### config.mk
export PLATFORM = sky130hd
export DESIGN_NAME = pc_fetch_ctrl
export DESIGN_NICKNAME = d
export VERILOG_FILES = /design/src/rtl/pc_fetch_ctrl.sv
export SDC_FILE = /design/constraint.sdc
export NUM_CORES = 1
export LEC_CHECK = 0
export CORE_MARGIN = 2
export CORE_UTILIZATION = 45
export CTS_BUF_LIST = sky130_fd_sc_hd__clkbuf_4 sky130_fd_sc_hd__clkbuf_8
export DETAILED_ROUTE_END_ITERATION = 16
export HOLD_SLACK_MARGIN = 0.05
export PLACE_DENSITY_LB_ADDON = 0.3
export REMOVE_ABC_BUFFERS = 1
export SKIP_CTS_REPAIR_TIMING = 1
export SLEW_MARGIN = 10
export SYNTH_ARGS = -nofsm -noshare
export SYNTH_HDL_FRONTEND = slang
export SYNTH_SLANG_ARGS = --single-unit
### constraint.sdc
create_clock -name clk -period 10.15 [get_ports clk]
set_input_delay 1.015 -clock clk [delete_from_list [all_inputs] [get_ports clk]]
set_output_delay 1.015 -clock clk [all_outputs]
set_load 0.02 [all_outputs]
### src/rtl/pc_fetch_ctrl.sv
// Instruction fetch controller: issues sequential fetches under a credit cap,
// buffers in-order responses for decode and squashes stale fetches on redirect.
module pc_fetch_ctrl #(
  parameter logic [31:0] RESET_PC = 32'h0000_8000,
  parameter int          MAX_OUT  = 2
) (
  input  logic        clk,
  input  logic        rst_n,
  input  logic        redirect_valid,
  input  logic [31:0] redirect_pc,
  output logic        imem_req_valid,
  output logic [31:0] imem_req_addr,
  input  logic        imem_req_ready,
  input  logic        imem_rsp_valid,
  input  logic [31:0] imem_rsp_data,
  output logic        inst_valid,
  output logic [31:0] inst,
  output logic [31:0] inst_pc,
  input  logic        inst_ready,
  output logic        misalign_err
);
  localparam int              CW         = $clog2(MAX_OUT + 1);
  localparam int              PW         = (MAX_OUT > 1) ? $clog2(MAX_OUT) : 1;
  localparam logic [CW:0]     CREDIT_MAX = (CW + 1)'(MAX_OUT);
  localparam logic [PW-1:0]   PTR_LAST   = PW'(MAX_OUT - 1);

  typedef enum logic [1:0] {IDLE, RUN, FLUSH} state_t;
  state_t state, state_next;

  logic [31:0]   pc;
  logic [CW-1:0] outstanding, outstanding_next;
  logic [CW-1:0] drop_cnt, drop_next;
  logic [CW-1:0] buf_cnt;
  logic [CW:0]   credit;
  logic [PW-1:0] tag_wr, tag_rd, buf_wr, buf_rd;
  logic [31:0]   tag_mem  [MAX_OUT];
  logic [31:0]   data_mem [MAX_OUT];
  logic [31:0]   pc_mem   [MAX_OUT];

  logic redirect_ok, req_fire, rsp_fire, rsp_drop, buf_push, buf_pop;

  function automatic logic [PW-1:0] ptr_inc(input logic [PW-1:0] p);
    return (p == PTR_LAST) ? '0 : p + PW'(1);
  endfunction

  // NOTE: every signal gets a value on every path through this block, so no latches form.
  always_comb begin
    redirect_ok      = redirect_valid && (redirect_pc[1:0] == 2'b00);
    credit           = {1'b0, outstanding} + {1'b0, buf_cnt};
    imem_req_valid   = (state == RUN) && (credit < CREDIT_MAX) && !redirect_valid;
    req_fire         = imem_req_valid && imem_req_ready;
    rsp_fire         = imem_rsp_valid && (outstanding != '0);
    rsp_drop         = rsp_fire && (drop_cnt != '0);
    buf_push         = rsp_fire && !rsp_drop && !redirect_ok;
    inst_valid       = (buf_cnt != '0);
    buf_pop          = inst_valid && inst_ready && !redirect_ok;
    outstanding_next = outstanding + CW'(req_fire) - CW'(rsp_fire);
    // On redirect every fetch still in flight belongs to the old path.
    drop_next        = redirect_ok ? outstanding_next : drop_cnt - CW'(rsp_drop);

    state_next = state;
    unique case (state)
      IDLE:    state_next = RUN;
      RUN:     if (redirect_ok && (drop_next != '0)) state_next = FLUSH;
      FLUSH:   if (drop_next == '0) state_next = RUN;
      default: state_next = IDLE;
    endcase
  end

  assign imem_req_addr = pc;
  assign inst          = inst_valid ? data_mem[buf_rd] : '0;
  assign inst_pc       = inst_valid ? pc_mem[buf_rd]   : '0;

  // NOTE: registered state uses non-blocking assignments so all flops see pre-edge values.
  always_ff @(posedge clk) begin
    if (!rst_n) state <= IDLE;
    else        state <= state_next;
  end

  always_ff @(posedge clk) begin
    if (!rst_n) begin
      pc           <= RESET_PC;
      outstanding  <= '0;
      drop_cnt     <= '0;
      tag_wr       <= '0;
      tag_rd       <= '0;
      buf_wr       <= '0;
      buf_rd       <= '0;
      buf_cnt      <= '0;
      misalign_err <= 1'b0;
    end else begin
      misalign_err <= redirect_valid && !redirect_ok;
      outstanding  <= outstanding_next;
      drop_cnt     <= drop_next;

      if (redirect_ok)   pc <= redirect_pc;
      else if (req_fire) pc <= pc + 32'd4;

      if (req_fire) tag_wr <= ptr_inc(tag_wr);
      if (rsp_fire) tag_rd <= ptr_inc(tag_rd);

      if (redirect_ok) begin
        buf_wr  <= '0;
        buf_rd  <= '0;
        buf_cnt <= '0;
      end else begin
        if (buf_push) buf_wr <= ptr_inc(buf_wr);
        if (buf_pop)  buf_rd <= ptr_inc(buf_rd);
        buf_cnt <= buf_cnt + CW'(buf_push) - CW'(buf_pop);
      end
    end
  end

  // NOTE: storage arrays carry no reset; occupancy is defined solely by pointers and counters.
  always_ff @(posedge clk) begin
    if (req_fire) tag_mem[tag_wr] <= pc;
    if (buf_push) begin
      data_mem[buf_wr] <= imem_rsp_data;
      pc_mem[buf_wr]   <= tag_mem[tag_rd];
    end
  end

endmodule
==> impl_metrics.env, run 1 <==
export IMPL_regToRegSetupSlack_ps=7180
export IMPL_endpoint_kind="output pin"
export IMPL_crit_fanout=40
export IMPL_layout_filler_cells=1607
export IMPL_clockBufferDepth=3
export IMPL_hold_path_startpoint="tag_rd"
export IMPL_class_of_the_worst_hold_path="flip-flop to flip-flop"
export IMPL_power_sequential_fraction_pct=46.2
export IMPL_p_switching_uw=805
export IMPL_antenna_found_initial=0
export IMPL_timing_final_ws_setup_ps=6380
export IMPL_timing_hold_violations_final=0
export IMPL_synth_flop_cell="sky130_fd_sc_hd__edfxtp_1"
export IMPL_post_place_cell_area_um2=11500
export IMPL_finalMaxSlewViolations=0
export IMPL_clock_skew_ps=19.8
export IMPL_quantity_of_i_o_buffers_inserted_on_ports=168
export IMPL_cp_num_buf_inv=2
export IMPL_crit_slowest_cell="sky130_fd_sc_hd__nor2_4"
export IMPL_dpl_wire_length_um=12700
export IMPL_antenna_diode_count=0
export IMPL_grtUsageTotal_pct=18.1
export IMPL_syn_area_um2=9510
export IMPL_clk_root_buffer_cell="sky130_fd_sc_hd__clkbuf_8"
export IMPL_area_of_the_die_um2=22300
export IMPL_timing_final_crit_share_pct=37.2
export IMPL_die_h_um=149
export IMPL_firstDrtPassIters=5
export IMPL_antenna_left=0
export IMPL_worst_skew_pair_late_latency_ps=520
export IMPL_drive_above_1_share_pct=12.9
export IMPL_clock_sink_count=239
export IMPL_max_vdd_ir_drop_mv=0.110
export IMPL_place_gp_congestion=0.749
export IMPL_global_route_overflow_total=0
export IMPL_timing_setup_critical_path_class="flip-flop to output pin"
export IMPL_rr_startpoint="buf_cnt[0]"
export IMPL_slowest_delay_ps=570
export IMPL_worst_hold_path_num_cells=2
export IMPL_final_area_um2=12200
export IMPL_achievable_frequency_ghz=0.265
export IMPL_yosys_cell_types=41
export IMPL_cp_required_ps=9140
export IMPL_netlist_top_cells_area="sky130_fd_sc_hd__edfxtp_1 61%, sky130_fd_sc_hd__dfxtp_1 9.9%, sky130_fd_sc_hd__mux2i_1 6.8%, sky130_fd_sc_hd__mux2_2 3.8%, sky130_fd_sc_hd__nor2_1 3.6%"
export IMPL_route_detailed_drc=0
export IMPL_p_leak_uw=0.00404
export IMPL_netlist_top_cell_by_area="sky130_fd_sc_hd__edfxtp_1"
export IMPL_syn2layout_area_growth_pct=28.2
export IMPL_core_region_area_um2=20900
export IMPL_grt_max_degree=65
export IMPL_num_nets_final=911
export IMPL_htree_levels=2
export IMPL_internal_power_uw=1920
export IMPL_synth_edf_count=192
export IMPL_vias_per_std_cell=5.12
export IMPL_worst_slew_pin_transition_ps=1170
export IMPL_placementRows=53
export IMPL_tns_ps=0
export IMPL_die_width_um=149
export IMPL_cp_startpoint="buf_cnt[1]"
export IMPL_cts_inserted_buffers=38
export IMPL_fin_crit_ps=3770
export IMPL_maxSlewHeadroom_pct=22.2
export IMPL_worstPathCellList="nor2_4 -> buf_4 -> nor2_1 -> clkdlybuf4s50_1"
export IMPL_first_global_vias=5930
export IMPL_setup_violations_final=0
export IMPL_synth_seq_cells=239
export IMPL_drt_iter0_drcs=415
export IMPL_ioPinCount=169
export IMPL_initial_core_util_pct=45.5
export IMPL_cts_tree="done"
export IMPL_rsz_0062_raised_after_global_routing="no"
export IMPL_max_cap_viols=0
export IMPL_grt_first_pass_wirelength_um=31200
export IMPL_dp_slack_ps=6290
export IMPL_total_number_of_vias=5806
export IMPL_status="complete, no violations"
export IMPL_synth_warn=0
export IMPL_crit_reg2reg_capture="state[0]"
export IMPL_synthCells=653
export IMPL_seq_area_frac_synth_pct=70.5
export IMPL_portion_of_synthesized_cell_area_occupied_by_the_leading_cell_type_pct=60.6
export IMPL_synthArstFlopShare_pct=0
export IMPL_worst_endpoint_arrival_ps=2760
export IMPL_comb_power_share_pct=25.7
export IMPL_crit_path_start_kind="flip-flop"
export IMPL_route_detailed_wl_per_inst_um=17.9
export IMPL_wirelength_um=20300
export IMPL_clk_pwr_share_pct=28.1
export IMPL_cpLargestDelayFamily="buffers and inverters"
export IMPL_synth_area_per_cell_um2=14.6
export IMPL_switching_share_pct=29.6
export IMPL_clkSlewWorstSetupHoldPaths_ps=60
export IMPL_worst_r2r_path_depth=12
export IMPL_power_per_cell_area_nw_per_um2=223
==> worst max-delay path by stage <==
stage,end,slack [ps],cells after the start
6_report,inst_pc[9],6380,4
5_1_grt,inst_pc[4],6170,3
4_1_cts,inst_pc[4],6270,3
3_5_place_dp,data_mem[1][0],6290,6
3_3_place_gp,data_mem[1][13],6380,6
2_1_floorplan,data_mem[0][0],4610,3
==> cells in the mapped netlist, types with 2 or more instances <==
cell                          n
sky130_fd_sc_hd__nand4bb_1    2
sky130_fd_sc_hd__o21ai_1      3
sky130_fd_sc_hd__buf_1        4
sky130_fd_sc_hd__nor2_1      92
sky130_fd_sc_hd__clkbuf_1    20
sky130_fd_sc_hd__xor2_1      18
sky130_fd_sc_hd__nand2_1     20
sky130_fd_sc_hd__o211a_1      2
sky130_fd_sc_hd__edfxtp_1   192
sky130_fd_sc_hd__and3_1       9
sky130_fd_sc_hd__nor3_1       8
sky130_fd_sc_hd__a21oi_1     21
sky130_fd_sc_hd__xnor2_1     17
sky130_fd_sc_hd__mux2i_1     65
sky130_fd_sc_hd__mux2_2      32
sky130_fd_sc_hd__nand3_1     14
sky130_fd_sc_hd__and4_1       5
sky130_fd_sc_hd__nor4_1       2
sky130_fd_sc_hd__a211oi_1     7
sky130_fd_sc_hd__nor4_4       2
sky130_fd_sc_hd__nand4_1      6
sky130_fd_sc_hd__ha_1         6
sky130_fd_sc_hd__o21ai_0     22
sky130_fd_sc_hd__inv_1       10
sky130_fd_sc_hd__buf_2        7
sky130_fd_sc_hd__dfxtp_1     47
sky130_fd_sc_hd__and2_1       6
==> stage by stage <==
step	hold slack, ps	instances	power, µW	util [%]
CTS	510	1135	2750	58.4
detailed placement	488	1069	1980	54.9
floorplan	472	621	1660	-
global route	545	1135	2840	58.4
finish	507	1135	2720	58.4
global placement	485	1069	1960	54.9
==> power groups by stage <==
stage | Sequential [µW] | Combinational, µW | Clock, µW
detailed placement | 1280 | 704 | 0
global placement | 1270 | 692 | 0
floorplan | 1260 | 400 | 0
global route | 1270 | 752 | 825
CTS | 1260 | 707 | 782
finish | 1260 | 699 | 765
==> sequential cells by signal, summed over array words and instances, names as in the netlist, named ones only <==
name and cells:
tag_rd 1, buf_rd 1, state 2, imem_req_addr 32
drop_cnt 2, tag_mem 64, buf_cnt 2, misalign_err 1
buf_wr 1, tag_wr 1, pc_mem 64, outstanding 2
data_mem 64
==> cell families (layout without fill, tap and decap cells) <==
logic type	count (synthesis)	after routing	synth area share [%]
flops	239	239	70.5
simple gates	173	173	9.03
mux	97	97	10.6
compound gates	59	59	3.51
buf+inv	42	249	1.83
xor+xnor	36	36	3.47
fa+ha+maj	7	7	1.00
==> layout make-up <==
type                            count  area, µm²  share of cell area [%]
Timing Repair Buffer              173       1720                    14.1
Tap cell                          275        344                    2.82
Sequential cell                   239       6710                    55.1
Clock inverter                     13       57.6                   0.472
Inverter                           10       37.5                   0.308
Clock buffer                       53        661                    5.42
Multi-Input combinational cell    372       2660                    21.8
==> cells in the final DEF (no fill, tap or decap), types with 3 or more instances in the layout <==
| cell type | n |
|---|---|
| sky130_fd_sc_hd__nor2_1 | 88 |
| sky130_fd_sc_hd__and4_1 | 5 |
| sky130_fd_sc_hd__nand3_1 | 14 |
| sky130_fd_sc_hd__dfxtp_1 | 45 |
| sky130_fd_sc_hd__xnor2_1 | 17 |
| sky130_fd_sc_hd__edfxtp_1 | 192 |
| sky130_fd_sc_hd__nor2_4 | 4 |
| sky130_fd_sc_hd__and3_1 | 8 |
| sky130_fd_sc_hd__mux2_2 | 32 |
| sky130_fd_sc_hd__and2_1 | 6 |
| sky130_fd_sc_hd__o21ai_1 | 3 |
| sky130_fd_sc_hd__ha_1 | 6 |
| sky130_fd_sc_hd__o21ai_0 | 22 |
| sky130_fd_sc_hd__clkinv_1 | 8 |
| sky130_fd_sc_hd__a211oi_1 | 7 |
| sky130_fd_sc_hd__nor3_1 | 8 |
| sky130_fd_sc_hd__nand4_1 | 6 |
| sky130_fd_sc_hd__xor2_1 | 18 |
| sky130_fd_sc_hd__clkbuf_8 | 42 |
| sky130_fd_sc_hd__inv_1 | 10 |
| sky130_fd_sc_hd__clkdlybuf4s50_1 | 168 |
| sky130_fd_sc_hd__buf_4 | 5 |
| sky130_fd_sc_hd__mux2i_1 | 65 |
| sky130_fd_sc_hd__clkbuf_4 | 11 |
| sky130_fd_sc_hd__clkinv_2 | 4 |
| sky130_fd_sc_hd__nand2_1 | 20 |
| sky130_fd_sc_hd__a21oi_1 | 21 |
==> worst register-to-register path: stages, from the launching register on <==
cell	delay, ps
sky130_fd_sc_hd__dfxtp_1	390
sky130_fd_sc_hd__and2_1	160
sky130_fd_sc_hd__fa_1	440
sky130_fd_sc_hd__nor2_2	280
sky130_fd_sc_hd__nand2_1	250
sky130_fd_sc_hd__ha_1	350
sky130_fd_sc_hd__inv_1	60
sky130_fd_sc_hd__ha_1	140
sky130_fd_sc_hd__xor3_1	250
sky130_fd_sc_hd__nor3_1	220
sky130_fd_sc_hd__a31oi_1	90
sky130_fd_sc_hd__o21ai_1	150
sky130_fd_sc_hd__o211a_1	150
==> layer usage <==
metal	track usage, %	share of wire, %	vias to the layer above
met5	0	0	-
met4	6.19	2.3	0
met3	4.07	5.8	35
met2	30.8	49	202
met1	22.8	43	2800
li1	-	-	2769
Note: power is estimated with default switching activity, not from simulation.
==> inputs of run 2 (changes only) <==
clock period = 3.7 ns   (was 10.15 ns; I/O delays follow)
==> run 2 against run 1 <==
Net effect: die area unchanged; sequential share of layout area decreased by 0.45 points; routed wire length decreased by 3.0%; first-iteration DRC count decreased by 40%; cell count increased by 0.79%; global-route usage decreased by 0.44 points; via count decreased by 0.71%; sequential cell count unchanged; clock power increased to 2.9 times the previous value; critical path type unchanged; critical endpoint is now imem_req_valid; largest power group unchanged; highest routed layer unchanged.
==> impl_metrics.env, run 2 (synthesized netlist as in run 1, its figures left out) <==
export IMPL_core_region_area_um2=20900
export IMPL_crit_fanout=6
export IMPL_clkSlewWorstSetupHoldPaths_ps=60
export IMPL_crit_path_start_kind="flip-flop"
export IMPL_worst_slew_pin_transition_ps=922
export IMPL_antenna_left=0
export IMPL_place_gp_congestion=0.786
export IMPL_timing_setup_critical_path_class="flip-flop to output pin"
export IMPL_most_common_layout_cells="192 x sky130_fd_sc_hd__edfxtp_1, 168 x sky130_fd_sc_hd__clkdlybuf4s50_1, 88 x sky130_fd_sc_hd__nor2_1"
export IMPL_status="complete, no violations"
export IMPL_p_switching_uw=2230
export IMPL_class_of_the_worst_hold_path="input port to flip-flop"
export IMPL_largest_registers="data_mem x64, pc_mem x64, tag_mem x64"
export IMPL_crit_slowest_cell="sky130_fd_sc_hd__clkdlybuf4s50_1"
export IMPL_initial_core_util_pct=45.5
export IMPL_clk_pwr_share_pct=29.2
export IMPL_route_detailed_drc=0
export IMPL_final_cells=1144
export IMPL_quantity_of_i_o_buffers_inserted_on_ports=168
export IMPL_finish_utilization_pct=58.8
export IMPL_ioPinCount=169
export IMPL_route_detailed_wl_per_inst_um=17.2
export IMPL_worst_skew_pair_late_latency_ps=530
export IMPL_comb_power_share_pct=25.9
export IMPL_total_number_of_vias=5765
export IMPL_cts_inserted_buffers=39
export IMPL_p_leak_uw=0.00410
export IMPL_grt_first_pass_wirelength_um=30400
export IMPL_syn2layout_area_growth_pct=29.3
export IMPL_firstDrtPassIters=5
export IMPL_vias_per_std_cell=5.04
export IMPL_clock_sink_count=239
export IMPL_dp_cells=1072
export IMPL_grt_max_degree=65
export IMPL_power_per_cell_area_nw_per_um2=616
export IMPL_num_nets_final=915
export IMPL_layout_commonest_cell="sky130_fd_sc_hd__edfxtp_1"
export IMPL_max_vdd_ir_drop_mv=0.288
export IMPL_worst_endpoint_arrival_ps=2620
export IMPL_placementRows=53
export IMPL_antenna_found_initial=0
export IMPL_maxSlewHeadroom_pct=38.5
export IMPL_area_of_the_die_um2=22300
export IMPL_drt_iter0_drcs=248
export IMPL_cpLargestDelayFamily="simple AND/OR/NAND/NOR gates"
export IMPL_endpoint_kind="output pin"
export IMPL_clockBufferDepth=3
export IMPL_fin_crit_ps=2990
export IMPL_wirelength_um=19700
export IMPL_first_global_vias=5904
export IMPL_switching_share_pct=29.4
export IMPL_cp_required_ps=3330
export IMPL_power_sequential_fraction_pct=44.9
export IMPL_cp_num_buf_inv=1
export IMPL_timing_hold_violations_final=0
export IMPL_total_power_uw=7580
export IMPL_worst_hold_path_num_cells=1
export IMPL_clock_skew_ps=27.3
export IMPL_die_width_um=149
export IMPL_critical_path_cell_count=6
export IMPL_worst_r2r_path_depth=12
export IMPL_timing_final_crit_share_pct=80.8
export IMPL_slowest_delay_ps=620
export IMPL_dpl_wire_length_um=12400
export IMPL_finalMaxSlewViolations=0
export IMPL_internal_power_uw=5350
export IMPL_clk_root_buffer_cell="sky130_fd_sc_hd__clkbuf_8"
export IMPL_die_h_um=149
export IMPL_htree_levels=2
export IMPL_achievable_frequency_ghz=0.335
export IMPL_rsz_0062_raised_after_global_routing="no"
export IMPL_global_route_overflow_total=0
export IMPL_grtUsageTotal_pct=17.6
export IMPL_max_cap_viols=0
export IMPL_antenna_diode_count=0
export IMPL_worstPathCellList="and2_1 -> fa_1 -> nor2_2 -> nand2_1 -> nor3_1 -> clkdlybuf4s50_1"
export IMPL_setup_violations_final=0
export IMPL_cts_tree="done"
export IMPL_drive_above_1_share_pct=14.3
run 2: final timing paths:
path | startpoint | slack [ps] | to
setup / recovery | buf_cnt[0] | 710 | imem_req_valid
hold / removal | imem_rsp_data[19] | 420 | data_mem[1][19]
setup reg to reg | buf_cnt[0] | 730 | state[0]
hold reg to reg | tag_rd | 510 | tag_rd
run 2: per-stage QoR:
| step | setup WS (ps) | setup TNS [ps] | hold slack [ps] | instance area [µm²] |
|---|---|---|---|---|
| floorplan | -1200 | -153660 | 459 | 9370 |
| global placement | 913 | 0 | 492 | 11500 |
| detailed placement | 751 | 0 | 491 | 11500 |
| CTS | 675 | 0 | 392 | 12300 |
| global route | 506 | 0 | 405 | 12300 |
| finish | 711 | 0 | 421 | 12300 |
run 2: layout make-up:
cell class                      count  area (µm²)
Tap cell                          275         344
Clock inverter                     14        73.8
Multi-Input combinational cell    372        2660
Sequential cell                   239        6710
Timing Repair Buffer              176        1770
Clock buffer                       58         698
Inverter                           10        37.5
Fill cell                        1645        8600
run 2: power groups by stage:
stage               sequential, µW  combinational (µW)  clock, µW
floorplan                     3460                1100          0
global placement              3450                1950          0
detailed placement            3460                1980          0
CTS                           3410                1990       2270
global route                  3430                2130       2370
finish                        3400                1960       2210
run 2: worst reg2reg max path: cells and delay by family (launching register included):
kind / cells / cell delay [ps]
flops: 1 / 400
simple gates: 4 / 870
fa+ha+maj: 3 / 930
buf+inv: 1 / 60
xor+xnor: 1 / 260
compound gates: 3 / 410
run 2: routing by layer:
layer	share of wire, %	vias up	GRT usage (%)
met5	0	-	0
met4	2.0	0	6.38
met2	50	207	30.6
li1	-	2780	-
met1	42	2744	21.3
met3	5.9	34	4.37
